## src/rtl/mbus_sleep_req_ctrl_pkg.sv

```systemverilog
// Shared types and constants for the MBus sleep-request controller.
//   state_e      : controller FSM state, 2-bit, encoding fixed for debug readout
//   NUM_WAKE_SRC : number of asynchronous wake sources handled
package mbus_sleep_pkg;

    localparam int unsigned NUM_WAKE_SRC = 3;
    localparam int unsigned STATE_W      = 2;

    typedef enum logic [STATE_W-1:0] {
        ACTIVE    = 2'd0,
        IDLE_WAIT = 2'd1,
        REQ       = 2'd2,
        SLEEPING  = 2'd3
    } state_e;

endpackage

```

## src/rtl/mbus_sleep_req_ctrl_if.sv

```systemverilog
// Bus-side signal bundle of the sleep-request controller.
//   master : system / bus-controller side (drives commands and wake sources)
//   slave  : the controller itself (drives SLEEP_REQ, WAKEUP_REQ0..2, STATE)
interface mbus_sleep_req_ctrl_if;

    logic       SYSTEM_ACTIVE;
    logic       BUS_BUSY;
    logic       SLEEP_CMD;
    logic [2:0] WAKE_SRC;
    logic [2:0] WAKE_CLR;
    logic       SLEEP_REQ;
    logic       WAKEUP_REQ0;
    logic       WAKEUP_REQ1;
    logic       WAKEUP_REQ2;
    logic [1:0] STATE;

    modport master (
        output SYSTEM_ACTIVE, BUS_BUSY, SLEEP_CMD, WAKE_SRC, WAKE_CLR,
        input  SLEEP_REQ, WAKEUP_REQ0, WAKEUP_REQ1, WAKEUP_REQ2, STATE
    );

    modport slave (
        input  SYSTEM_ACTIVE, BUS_BUSY, SLEEP_CMD, WAKE_SRC, WAKE_CLR,
        output SLEEP_REQ, WAKEUP_REQ0, WAKEUP_REQ1, WAKEUP_REQ2, STATE
    );

endinterface

```

## src/rtl/mbus_sleep_req_ctrl_wake_sync.sv

```systemverilog
// One wake source: two-flop synchroniser, rising-edge detect, sticky pending.
//   CLK, rst_tran_to_wake : always-on clock, async active-high reset
//   src_i                 : raw asynchronous wake level
//   clr_i                 : synchronous clear pulse for the pending flag
//   pend_o                : registered pending wake (set wins over clear)
module mbus_wake_sync (
    input  logic CLK,
    input  logic rst_tran_to_wake,
    input  logic src_i,
    input  logic clr_i,
    output logic pend_o
);

    logic s1_q;
    logic s2_q;
    logic prev_q;
    logic pend_q;
    logic pend_d;
    logic rise;

    // prev_q resets to 0, so a source held high through reset yields one event
    assign rise = s2_q & ~prev_q;

    always_comb begin
        pend_d = pend_q;
        if (rise) begin
            pend_d = 1'b1;
        end else if (clr_i) begin
            pend_d = 1'b0;
        end
    end

    always_ff @(posedge CLK or posedge rst_tran_to_wake) begin
        if (rst_tran_to_wake) begin
            s1_q   <= 1'b0;
            s2_q   <= 1'b0;
            prev_q <= 1'b0;
            pend_q <= 1'b0;
        end else begin
            s1_q   <= src_i;
            s2_q   <= s1_q;
            prev_q <= s2_q;
            pend_q <= pend_d;
        end
    end

    assign pend_o = pend_q;

endmodule

```

## src/rtl/mbus_sleep_req_ctrl.sv

```systemverilog
// Qualifies a sleep command into SLEEP_REQ after a programmable bus-idle
// period and collects three asynchronous wake sources into sticky requests.
//   CLK, rst_tran_to_wake : always-on clock, async active-high reset
//   bus (slave)           : SYSTEM_ACTIVE, BUS_BUSY, SLEEP_CMD, WAKE_SRC,
//                           WAKE_CLR in; SLEEP_REQ, WAKEUP_REQ0..2, STATE out
module mbus_sleep_req_ctrl
    import mbus_sleep_pkg::*;
#(
    parameter int unsigned IDLE_CNT_W   = 8,
    parameter int unsigned IDLE_TIMEOUT = 64
) (
    input  logic                 CLK,
    input  logic                 rst_tran_to_wake,
    mbus_sleep_req_ctrl_if.slave bus
);

    localparam logic [IDLE_CNT_W-1:0] TIMEOUT_LAST = IDLE_CNT_W'(IDLE_TIMEOUT - 1);
    localparam logic [IDLE_CNT_W-1:0] CNT_ONE      = IDLE_CNT_W'(1);

    state_e                  state_q;
    state_e                  state_d;
    logic [IDLE_CNT_W-1:0]   cnt_q;
    logic [IDLE_CNT_W-1:0]   cnt_d;
    logic                    sleep_req_q;
    logic                    sleep_req_d;
    logic                    sys_act_q;
    logic [NUM_WAKE_SRC-1:0] wake_pend;
    logic                    wake_any;

    // Per-source synchroniser and sticky pending flag
    for (genvar i = 0; i < NUM_WAKE_SRC; i++) begin : g_wake
        mbus_wake_sync u_wake_sync (
            .CLK              (CLK),
            .rst_tran_to_wake (rst_tran_to_wake),
            .src_i            (bus.WAKE_SRC[i]),
            .clr_i            (bus.WAKE_CLR[i]),
            .pend_o           (wake_pend[i])
        );
    end

    assign wake_any = |wake_pend;

    // Next state and idle counter; wake_any outranks every other condition
    always_comb begin
        state_d = state_q;
        cnt_d   = cnt_q;
        case (state_q)
            ACTIVE: begin
                if (bus.SLEEP_CMD && !wake_any) begin
                    state_d = IDLE_WAIT;
                    cnt_d   = '0;
                end
            end
            IDLE_WAIT: begin
                if (wake_any) begin
                    state_d = ACTIVE;
                end else if (bus.BUS_BUSY) begin
                    cnt_d = '0;
                end else if (cnt_q == TIMEOUT_LAST) begin
                    state_d = REQ;
                end else begin
                    cnt_d = cnt_q + CNT_ONE;
                end
            end
            REQ: begin
                if (wake_any) begin
                    state_d = ACTIVE;
                end else if (!bus.SYSTEM_ACTIVE) begin
                    state_d = SLEEPING;
                end
            end
            SLEEPING: begin
                // A SYSTEM_ACTIVE rise without a local wake covers external bus wakes
                if (wake_any) begin
                    state_d = ACTIVE;
                end else if (bus.SYSTEM_ACTIVE && !sys_act_q) begin
                    state_d = ACTIVE;
                end
            end
            default: begin
                state_d = ACTIVE;
            end
        endcase
    end

    // SLEEP_REQ decoded from the next state so it is a clean flop output
    assign sleep_req_d = (state_d == REQ) || (state_d == SLEEPING);

    always_ff @(posedge CLK or posedge rst_tran_to_wake) begin
        if (rst_tran_to_wake) begin
            state_q     <= ACTIVE;
            cnt_q       <= '0;
            sleep_req_q <= 1'b0;
            sys_act_q   <= 1'b0;
        end else begin
            state_q     <= state_d;
            cnt_q       <= cnt_d;
            sleep_req_q <= sleep_req_d;
            sys_act_q   <= bus.SYSTEM_ACTIVE;
        end
    end

    assign bus.SLEEP_REQ   = sleep_req_q;
    assign bus.WAKEUP_REQ0 = wake_pend[0];
    assign bus.WAKEUP_REQ1 = wake_pend[1];
    assign bus.WAKEUP_REQ2 = wake_pend[2];
    assign bus.STATE       = state_q;

endmodule

```

## src/flat_wrapper.sv

```systemverilog
// flat-port wrapper written by rule: the top's interface ports become plain ports
module mbus_sleep_req_ctrl_flat import mbus_sleep_pkg::*;
#(
    parameter int unsigned IDLE_CNT_W   = 8,
    parameter int unsigned IDLE_TIMEOUT = 64
)
  (CLK, rst_tran_to_wake, bus_SYSTEM_ACTIVE, bus_BUS_BUSY, bus_SLEEP_CMD, bus_WAKE_SRC, bus_WAKE_CLR, bus_SLEEP_REQ, bus_WAKEUP_REQ0, bus_WAKEUP_REQ1, bus_WAKEUP_REQ2, bus_STATE);
  mbus_sleep_req_ctrl_if bus_i ();
  input  logic CLK;
  input  logic rst_tran_to_wake;
  input wire logic [$bits(bus_i.SYSTEM_ACTIVE)-1:0] bus_SYSTEM_ACTIVE;
  input wire logic [$bits(bus_i.BUS_BUSY)-1:0] bus_BUS_BUSY;
  input wire logic [$bits(bus_i.SLEEP_CMD)-1:0] bus_SLEEP_CMD;
  input wire logic [$bits(bus_i.WAKE_SRC)-1:0] bus_WAKE_SRC;
  input wire logic [$bits(bus_i.WAKE_CLR)-1:0] bus_WAKE_CLR;
  output wire logic [$bits(bus_i.SLEEP_REQ)-1:0] bus_SLEEP_REQ;
  output wire logic [$bits(bus_i.WAKEUP_REQ0)-1:0] bus_WAKEUP_REQ0;
  output wire logic [$bits(bus_i.WAKEUP_REQ1)-1:0] bus_WAKEUP_REQ1;
  output wire logic [$bits(bus_i.WAKEUP_REQ2)-1:0] bus_WAKEUP_REQ2;
  output wire logic [$bits(bus_i.STATE)-1:0] bus_STATE;
  assign bus_i.SYSTEM_ACTIVE = bus_SYSTEM_ACTIVE;
  assign bus_i.BUS_BUSY = bus_BUS_BUSY;
  assign bus_i.SLEEP_CMD = bus_SLEEP_CMD;
  assign bus_i.WAKE_SRC = bus_WAKE_SRC;
  assign bus_i.WAKE_CLR = bus_WAKE_CLR;
  assign bus_SLEEP_REQ = bus_i.SLEEP_REQ;
  assign bus_WAKEUP_REQ0 = bus_i.WAKEUP_REQ0;
  assign bus_WAKEUP_REQ1 = bus_i.WAKEUP_REQ1;
  assign bus_WAKEUP_REQ2 = bus_i.WAKEUP_REQ2;
  assign bus_STATE = bus_i.STATE;
  mbus_sleep_req_ctrl #(.IDLE_CNT_W(IDLE_CNT_W), .IDLE_TIMEOUT(IDLE_TIMEOUT)) u_core (.CLK(CLK), .rst_tran_to_wake(rst_tran_to_wake), .bus(bus_i));
endmodule
```

## config.mk

```make
export PLATFORM = sky130hd
export DESIGN_NAME = mbus_sleep_req_ctrl_flat
export DESIGN_NICKNAME = d
export VERILOG_FILES = /design/src/rtl/mbus_sleep_req_ctrl_pkg.sv /design/src/rtl/mbus_sleep_req_ctrl_if.sv /design/src/rtl/mbus_sleep_req_ctrl_wake_sync.sv /design/src/rtl/mbus_sleep_req_ctrl.sv /design/src/flat_wrapper.sv
export SDC_FILE = /design/constraint.sdc
export NUM_CORES = 1
export LEC_CHECK = 0
export BUFFER_PORTS_ARGS = -buffer_cell sky130_fd_sc_hd__buf_2
export CORE_MARGIN = 1
export CORE_UTILIZATION = 40
export CTS_CLUSTER_SIZE = 40
export DETAILED_ROUTE_END_ITERATION = 8
export PLACE_DENSITY = 0.71
export SLEW_MARGIN = 5
export SYNTH_ARGS = -nofsm -noshare
export SYNTH_HDL_FRONTEND = slang
export SYNTH_SLANG_ARGS = --single-unit
```

## constraint.sdc

```tcl
create_clock -name CLK -period 2.79 [get_ports CLK]
set_clock_uncertainty 0.15 [all_clocks]
set_input_delay 0.4185 -clock CLK [delete_from_list [all_inputs] [get_ports CLK]]
set_output_delay 0.4185 -clock CLK [all_outputs]
set_load 0.005 [all_outputs]
```

==> metrics <==
largest family of logic cells by synthesized area=simple AND/OR/NAND/NOR gates; vias in the first global route=a little over 700; first-pass GRT wire length=3110 um; cell row count=17; Post-route DRC=0; reg2reg setup slack=0.89 ns; max-slew violation count=0; post-synthesis simple-gate area fraction=0.192; Worst-Skew Late Latency=0.31 ns; worst path cell trace=or3_4, or3_1, a21oi_1, mux2i_1; Period minus WS final=1.90 ns; Mean Syn Cell Area=11.2 um2; Flop pwr share=0.559; Sw Ratio=0.206; Tcrit/Tclk final=0.679; share of layout cells above drive strength 1=0.220; pwr/cell area=572 nW/um2; GPL Wtd Cong=0.829; synth unique cells=30; CP peak stage delay=0.49 ns; vias=736; CP Data Arrival Time=slightly below 2 ns; CP endpoint kind=flop; Die Wd=52.3 um; sequential share of the synthesized area=0.594; TritonCTS clock tree=done; post-synthesis mux area share=0.00990; final hold viol count=0; fraction of synthesized cell area in xor and xnor cells=0; initial core utilization=0.440; Core Region=~2300 um2; DR WL/cell=13.3 um; setup_tns=0 ns; Fill cells=214; number of vias per cell=about 5.4; CTS resizes=0; CP max stage cell=or3_1; CTS root buffer=clkbuf_4; First-pass DRT Iterations=4; Post-Syn Nets=102; #FFs+latches synth=24; Buf+Inv Stages, Crit Path=0; CP delay by family, top=simple AND/OR/NAND/NOR gates; RSZ-0062 raised after global routing=false; Startpoint Class=flop; PnR worst setup slack=between 0.8 and 0.9 ns; initial antenna violation count=0; grt ovf=0; Setup crit start=u_core.g_wake[0].u_wake_sync.pend_o; die area=about 2700 um2; leakage power=0.559 nW; Highest Clock Rate=528 MHz; Worst Path Max Fanout=8; total power=668 uW; Clock Path Buffers=2; Top Ports=17; status=finished clean; Num CTS Buffers=3; Initial DRC Count=18; clock group share of total power=0.369; Layout Nets=~120; min-delay src=bus_WAKE_SRC[2]; largest net degree at the start of global routing=25; Synth Area in Adders=0.0124; Post-CTS Setup Bufs=0; DRT Wirelength=1820 um; commonest non-fill, non-tap cell in the layout=dfrtp_1; NetSw=between 100 and 150 uW; kind of critical path=reg -> reg; area grow syn2layout=15.5%; Final setup viols=0; most frequent cells in the layout=24 x dfrtp_1, 16 x buf_2, 10 x inv_1, 7 x nor2_1, 7 x nand3_1; Int Pwr=between 500 and 600 uW; worst reg2reg path startpoint=u_core.g_wake[0].u_wake_sync.pend_o; clk sinks=24; Comb pwr share=0.073; Worst slew margin=0.420; die height=52.3 um; Slew @ Worst Pin=0.869 ns; max-cap viol count=0; Clk pin slew, worst setup/hold paths=approximately 0.13 ns; CP required=between 2 and 3 ns; synthesized netlist cell count=90; detailed-placement wirelength estimate=1300 um; Post-Syn Area=1010 um2; worst vdd ir=0.347 mV; H-Tree Level Count=1; GRT Util Overall=0.162; area fraction in compound gates after synthesis=0.144; Min-Delay Path Class=in -> reg; pre-CTS WS=approximately 0.9 ns; IO Port Bufs=16; Yosys warning count=0; Final ANT Viol Nets=0; hold buffer count at CTS=0; Ant. Diodes=0
==> flip-flops by register name, summed over array words and instances (netlist names) <==
signal / cells
u_core.cnt_q: 8
u_core.g_wake.u_wake_sync.s2_q: 3
u_core.g_wake.u_wake_sync.s1_q: 3
u_core.bus.STATE: 2
u_core.sys_act_q: 1
u_core.g_wake.u_wake_sync.pend_o: 3
u_core.bus.SLEEP_REQ: 1
u_core.g_wake.u_wake_sync.prev_q: 3
==> layer usage <==
metal / wire, um / track usage / up-vias
met2: 919 / 0.278 / 19
li1: - / - / 362
met1: 787 / 0.185 / 353
met5: 0 / 0 / -
met4: 26 / 0.0702 / 0
met3: 82 / 0.0522 / 2
==> power groups by stage <==
stage	clock network (mW)	logic (mW)	registers, mW
floorplan	0	0.0319	0.378
finish	0.246	0.0485	0.373
detailed placement	0	0.0495	0.380
global route	0.271	0.0548	0.375
global placement	0	0.0479	0.379
CTS	0.254	0.0495	0.374
==> Yosys cell counts <==
master | n | area share
nand3_1 | 7 | 0.035
inv_1 | 10 | 0.037
o22a_1 | 1 | 0.0087
nand2_1 | 2 | 0.0074
o21ai_0 | 3 | 0.015
a2111oi_0 | 1 | 0.0087
and3_1 | 4 | 0.025
nand2b_4 | 1 | 0.014
nor2b_1 | 1 | 0.0062
a22oi_1 | 1 | 0.0074
or4_1 | 1 | 0.0074
o22ai_1 | 4 | 0.025
o311ai_0 | 1 | 0.0087
buf_6 | 1 | 0.011
ha_1 | 1 | 0.012
o211ai_1 | 2 | 0.015
and3b_1 | 1 | 0.0087
nor2_1 | 7 | 0.026
a31oi_1 | 3 | 0.019
or3b_2 | 1 | 0.0087
nand3b_1 | 1 | 0.0074
mux2i_1 | 1 | 0.0099
nor3b_4 | 1 | 0.019
o21ai_1 | 3 | 0.015
or3_1 | 1 | 0.0062
a21oi_1 | 3 | 0.015
o31ai_1 | 1 | 0.0074
dfrtp_1 | 24 | 0.59
nand4bb_1 | 1 | 0.011
or3_4 | 1 | 0.011
==> final cells by class <==
class,instances,area [um2],area share
timing repair buffer,16,80.1,0.0686
sequential,24,601,0.514
inverter,10,37.5,0.0322
multi-input combinational,55,362,0.310
clock buffer,3,22.5,0.0193
tap,28,35.0,0.0300
clock inverter,1,30.0,0.0257
==> stage by stage <==
step | area, um2 | utilization | hold slack [ns] | cells
after CTS | 1170 | 0.508 | 0.0366 | 137
after global placement | 1110 | 0.485 | 0.183 | 133
after detailed placement | 1110 | 0.485 | 0.188 | 133
after global routing | 1170 | 0.508 | 0.0255 | 137
final | 1170 | 0.508 | 0.0533 | 137
after floorplan | 1010 | - | 0.181 | 90
==> final timing paths <==
path,cells past startpoint,endpoint
worst max-delay path,4,u_core.cnt_q[0]
worst min-delay path,1,u_core.g_wake[2].u_wake_sync.s1_q
min in group asynchronous,2,u_core.g_wake[1].u_wake_sync.s2_q
max in group asynchronous,2,u_core.bus.STATE[0]
worst max register to register,4,u_core.cnt_q[0]
worst min register to register,0,u_core.g_wake[0].u_wake_sync.s2_q
==> logic make-up after synthesis <==
group | after synthesis
simple gates | 30
flops | 24
compound gates | 23
buf+inv | 11
mux | 1
fa+ha+maj | 1
No activity file was read; power rests on OpenSTA's default activity.
